### config.mk
export PLATFORM = sky130hd
export DESIGN_NAME = multicycle_main_controller
export DESIGN_NICKNAME = d
export VERILOG_FILES = /design/src/rtl/multicycle_main_controller.sv
export SDC_FILE = /design/constraint.sdc
export NUM_CORES = 1
export LEC_CHECK = 0
export CAP_MARGIN = 20
export CORE_AREA = 2 2 39 41
export CTS_BUF_LIST = sky130_fd_sc_hd__clkbuf_8 sky130_fd_sc_hd__clkbuf_16
export CTS_CLUSTER_DIAMETER = 40
export DETAILED_ROUTE_END_ITERATION = 6
export DIE_AREA = 0 0 41 43
export GPL_ROUTABILITY_DRIVEN = 0
export PLACE_DENSITY = 0.73
export REMOVE_ABC_BUFFERS = 1
export SLEW_MARGIN = 20
export SYNTH_ARGS = -nofsm -noshare
export SYNTH_HDL_FRONTEND = slang
export SYNTH_SLANG_ARGS = --single-unit
### constraint.sdc
create_clock -name clk -period 3.2 [get_ports clk]
set_clock_uncertainty 0.05 [all_clocks]
set_input_delay 0.8 -clock clk [delete_from_list [all_inputs] [get_ports clk]]
set_output_delay 0.8 -clock clk [all_outputs]
set_load 0.05 [all_outputs]
### src/rtl/multicycle_main_controller.sv
// Main control FSM for a multicycle datapath: fetch/decode, then per-class
// execute/memory/writeback sequences, with MemReady stretching memory cycles.
module multicycle_main_controller (
  input  logic       clk,
  input  logic       rst,
  input  logic [1:0] InstrClass,
  input  logic       InstrSub,
  input  logic       Zero,
  input  logic       RTypeWritePermit,
  input  logic       MemReady,
  output logic       MemRead,
  output logic       MemWrite,
  output logic       IorD,
  output logic       IRWrite,
  output logic       PCWrite,
  output logic       PCWriteCond,
  output logic       RegWrite,
  output logic       MemToReg,
  output logic       ALUSrcA,
  output logic       ALUOp,
  output logic       InstrDone,
  output logic [1:0] ALUSrcB,
  output logic [1:0] PCSource
);

  typedef enum logic [3:0] {
    FETCH, DECODE, R_EXEC, R_WB, MEM_ADDR,
    MEM_READ, MEM_WB, MEM_WRITE, BRANCH, JUMP
  } state_e;

  state_e state_q, state_d;

  // Zero gates PCWriteCond outside this block; it never steers the FSM.
  logic zero_unused;
  assign zero_unused = Zero;

  always_ff @(posedge clk) begin
    if (rst) state_q <= FETCH;
    else     state_q <= state_d;
  end

  always_comb begin
    state_d = state_q;
    unique case (state_q)
      FETCH:     if (MemReady) state_d = DECODE;
      DECODE: begin
        unique case (InstrClass)
          2'b00:        state_d = R_EXEC;
          2'b01, 2'b10: state_d = MEM_ADDR;
          default:      state_d = InstrSub ? JUMP : BRANCH;
        endcase
      end
      R_EXEC:    state_d = R_WB;
      R_WB:      state_d = FETCH;
      MEM_ADDR: begin
        unique case (InstrClass)
          2'b01:   state_d = MEM_READ;
          2'b10:   state_d = MEM_WRITE;
          default: state_d = FETCH;
        endcase
      end
      MEM_READ:  if (MemReady) state_d = MEM_WB;
      MEM_WB:    state_d = FETCH;
      MEM_WRITE: if (MemReady) state_d = FETCH;
      BRANCH:    state_d = FETCH;
      JUMP:      state_d = FETCH;
      default:   state_d = FETCH;
    endcase
  end

  // rst forces every output low so nothing is written while reset is held.
  always_comb begin
    MemRead     = 1'b0;
    MemWrite    = 1'b0;
    IorD        = 1'b0;
    IRWrite     = 1'b0;
    PCWrite     = 1'b0;
    PCWriteCond = 1'b0;
    RegWrite    = 1'b0;
    MemToReg    = 1'b0;
    ALUSrcA     = 1'b0;
    ALUOp       = 1'b0;
    InstrDone   = 1'b0;
    ALUSrcB     = 2'b00;
    PCSource    = 2'b00;
    if (!rst) begin
      unique case (state_q)
        FETCH: begin
          MemRead = 1'b1;
          ALUSrcB = 2'b01;
          ALUOp   = 1'b1;
          IRWrite = MemReady;
          PCWrite = MemReady;
        end
        DECODE: begin
          ALUSrcB = 2'b11;
          ALUOp   = 1'b1;
        end
        R_EXEC: ALUSrcA = 1'b1;
        R_WB: begin
          RegWrite  = RTypeWritePermit;
          InstrDone = 1'b1;
        end
        MEM_ADDR: begin
          ALUSrcA = 1'b1;
          ALUSrcB = 2'b10;
          ALUOp   = 1'b1;
        end
        MEM_READ: begin
          MemRead = 1'b1;
          IorD    = 1'b1;
        end
        MEM_WB: begin
          RegWrite  = 1'b1;
          MemToReg  = 1'b1;
          InstrDone = 1'b1;
        end
        MEM_WRITE: begin
          MemWrite  = 1'b1;
          IorD      = 1'b1;
          InstrDone = MemReady;
        end
        BRANCH: begin
          ALUSrcA     = 1'b1;
          PCSource    = 2'b01;
          PCWriteCond = 1'b1;
          InstrDone   = 1'b1;
        end
        JUMP: begin
          PCSource  = 2'b10;
          PCWrite   = 1'b1;
          InstrDone = 1'b1;
        end
        default: ;
      endcase
    end
  end

endmodule
# [Word level (Yosys, flattened, before mapping)]
# Cells that the tools add are included.
[totals] wordCells=57 inputBits=8 regBits=4
[classes] n_eq_ne=14 n_reduce_logical=9 n_mux=33
[ops] op="case mux 4 bit (6 select lines)" n=1
[ops] op="2-to-1 mux 1 bit" n=20
[ops] op="equality test 4 x 3 -> 1 bit (second input constant)" n=4
[ops] op="2-to-1 mux 4 bit" n=3
[ops] op="equality test 4 x 2 -> 1 bit (second input constant)" n=2
[ops] op="equality test 4 bit (second input constant)" n=2
[ops] op="case mux 4 bit (2 select lines)" n=1
[ops] op="inequality test 2 bit (second input constant)" n=3
[ops] op="case mux 1 bit (2 select lines)" n=3
[ops] op="case mux 2 bit (3 select lines)" n=1
[ops] op="case mux 3 bit (2 select lines)" n=1
[ops] op="OR reduction 2 bit" n=3
[ops] op="OR reduction 3 bit" n=2
[ops] op="equality test 4 x 1 -> 1 bit (second input constant)" n=1
[ops] op="zero test 4 bit" n=1
[ops] op="2-to-1 mux 2 bit" n=2
[ops] op="case mux 2 bit (2 select lines)" n=1
[ops] op="OR reduction 4 bit" n=1
[ops] op="AND reduction 3 bit" n=1
[ops] op="equality test 2 x 1 -> 1 bit (second input constant)" n=1
[ops] op="equality test 2 bit (second input constant)" n=1
[ops] op="zero test 2 bit" n=1

# [Logic depth before layout (Yosys ltp)]
# Gate-level depths: netlist of the first run.
[logic_depth] word_depth=4 depth_mapped=6 mapped_depth_nobuf=6

# [Worst setup path after synthesis of the first run]
# No wires, ideal clock.
[synth_path] path_type="in2out" startpoint="input rst" endpoint="output MemRead" t_required_ns=2.350 path_buffers=1 cell_stages=3 path_slack_ns=-0.053 arrival_ns=2.403 path_cell_list="clkbuf_1 or3_1 nor3_1"
[synth_between] elab_chain_cells=1
[synth_lines] element="from (decl)" line="5" source="input logic rst,"
[synth_lines] element="2-to-1 mux 1 bit" line="86" source="if (!rst) begin"
[synth_lines] element="to (decl)" line="11" source="output logic MemRead,"
# Every way passes these cells.

# [Worst setup path after layout of the first run]
# Same ends and word-level chain as after synthesis.

==> results.cfg, run 1 <==
[logic_synthesis]
ys_seq_area_share_pct = 16.2
async_reset_ff_share_pct = 0
yosysWarnings = 0
syn_area_per_cell_um2 = 6.88
synthCells = 72
syn_area_um2 = 495
synth_top_cell_area_share_pct = 16.2
synth.largest_area_cell = dfxtp_1
yosysMostFrequentCell = nor2_1
ys_types = 30
synth.area.top_cells = dfxtp_1 16%, ha_1 7.6%, nor2_1 6.8%
ys_seq_elements = 4
synth_ff_type = dfxtp_1
synthTopCellsByCount = 9 x nor2_1, 6 x a21oi_1, 5 x and3_1, 5 x nor3_1
synth-edff-count = 0

[route]
viasPerCell = 5.12
ant_nets = 0
post_drt_wl_per_cell_um = 11.1
drt-initial-drc-count = 9
drc_errors = 0
routed_wl_um = 1190
firstDrtPassIters = 4
dr_total_vias = 548

[timing]
fin_crit_sh_pct = 95.9
setup_viol = 0
rsz0062_at_grt = false
worst_pin_slew_ns = 0.598
fin_tns_setup_ns = 0
fmax_mhz = 326
drv_slew = 0
finalHoldViolations = 0
relSlewSlack_pct = 60.1
fin_crit_ns = 3.07

[clock_network]
clk_latency_ns = 0.22
clkTransAtPathRegs_ns = 0.03
cts_buffers = 3
clk_path_buf_depth = 2
cts_tree = built
htree_levels = 1
clkSinkCount = 4
clockRootBuffer = clkbuf_8

[power]
ir_drop_mv = 0.324
p_total_uw = 353
leakage_uw = 0.000373
p_per_area_nw_per_um2 = 396

[floorplanning]
die_h_um = 43
rows = 14
core_area_um2 = 1380
pin_count = 23
die_x_um = 41
die_area_um2 = 1760
start_util_pct = 35.8

[placement]
dp_cells = 104
place_area_um2 = 848
io_buffers = 21
dpl.hpwl_um = 932

[worst_setup_path]
crit_type = input pin to output port
path_buf_inv = 2
start_kind = input pin
path_cells = clkdlybuf4s50_1 -> or3_1 -> nor3_1 -> buf_12
worst_path_max_delay_cell = clkdlybuf4s50_1
cp_data_arrival_time_ns = 2.22
critical_path_required_ns = 2.35
cp_top_family = simple AND/OR/NAND/NOR gates
crit_path_max_incr_delay_ns = 0.49
cp-end-kind = output port
cp_max_fo = 6

[finish]
final_cell_area_um2 = 893
layout.nets = 104
top_regs = state_q x4
syn_to_final_growth_pct = 80.3
largest_register_ffs = 4
top_register = state_q
drive_gt1_share_pct = 27.5
diodes = 0
layout.cells.non_filler = 107

[global_routing]
use_met1_pct = 21.2
grt_pass1_wl_um = 2040
met2_usage_pct = 24.7
grt_remaining_overflow = 0
grt.total_usage_pct = 16.9
grt.met3_usage_pct = 4.71
grt_pass1_vias = 497
antenna_found_initial = 0
grt-busiest-layer = met2
grt_max_degree = 21

[status]
outcome = complete, no violations

[run]
cap_viol_max_count = 0

[min_path]
hold_class = flop to flop
-- metal layers --
layer / wire [um] / up-vias / share of wire [%]
met2: 572 / 19 / 48
met1: 523 / 235 / 44
met5: 0 / - / 0
li1: - / 291 / -
met3: 76 / 3 / 6.4
met4: 19 / 0 / 1.6
-- cell families (layout without fill, tap and decap cells) --
| family | after synthesis | in the layout | synth area share, % |
|---|---|---|---|
| adder cells (fa/ha/maj) | 3 | 3 | 7.58 |
| flip-flops | 4 | 4 | 16.2 |
| XOR/XNOR | 2 | 2 | 3.54 |
| AO/OA/AOI/OAI | 17 | 17 | 21.5 |
| buffers and inverters | 11 | 30 | 12.4 |
| multiplexers | 1 | 1 | 2.02 |
| AND/OR/NAND/NOR | 34 | 34 | 36.9 |
-- power breakdown --
part	switching, uW	internal [uW]
sequential	13.5	55.1
combinational	94.1	84.3
clock	26.2	80.2
total	134	220
-- worst paths after layout --
check	startpoint	to	slack, ns	cells after the start
max reg2reg	state_q[1]$_SDFFE_PP0P_	state_q[0]$_SDFFE_PP0P_	1.73	4
max	rst	MemRead	0.13	4
min reg2reg	state_q[3]$_SDFFE_PP0P_	state_q[1]$_SDFFE_PP0P_	0.60	1
min	state_q[3]$_SDFFE_PP0P_	state_q[1]$_SDFFE_PP0P_	0.60	1
-- stage by stage --
step	utilization [%]	setup slack [ns]	hold slack [ns]
3_5_place_dp	61.3	0.0839	0.580
4_1_cts	64.3	0.0829	0.584
3_3_place_gp	61.3	0.0920	0.575
2_1_floorplan	-	0.102	0.515
5_1_grt	64.6	0.0358	0.665
6_report	64.6	0.131	0.596
-- cell type report --
class / instances / area, um2
fillers: 116 / 490
repair buffers: 24 / 383
multi-input cells: 57 / 358
inverters: 3 / 11.3
flip-flops and latches: 4 / 80.1
clock buffers: 3 / 41.3
well taps: 16 / 20.0
-- cell usage in the layout, fill, tap and decap left out, drive strengths merged --
master / n
nand2b: 3
and3: 5
clkbuf: 3
nor3: 5
inv: 3
o21ai: 3
nor2b: 2
a21oi: 7
a311oi: 1
or3: 1
a211oi: 1
nand2: 4
o22ai: 2
xor2: 1
mux2i: 1
nor4: 1
o21a: 2
or2: 1
xnor2: 1
nor2: 9
or3b: 2
dfxtp: 4
clkdlybuf4s50: 6
and2b: 1
buf: 18
ha: 3
o41ai: 1
-- repair_timing --
item / in CTS / in global routing
endpoints found under the setup margin: 0 / 1
buffers inserted: 0 / 0
hold buffers: 0 / 0
gates resized for setup: 0 / 1
Power figures use the tool's default switching activity.
==> inputs of run 2 (changes only) <==
--- a/config.mk
+++ b/config.mk
@@ -14,7 +14,7 @@
 export GPL_ROUTABILITY_DRIVEN = 0
 export PLACE_DENSITY = 0.73
 export REMOVE_ABC_BUFFERS = 1
-export SLEW_MARGIN = 20
+export SLEW_MARGIN = 10
 export SYNTH_ARGS = -nofsm -noshare
 export SYNTH_HDL_FRONTEND = slang
 export SYNTH_SLANG_ARGS = --single-unit
==> results of run 2 <==
Same layout as run 1: the final DEF is identical, and so are final timing and power.
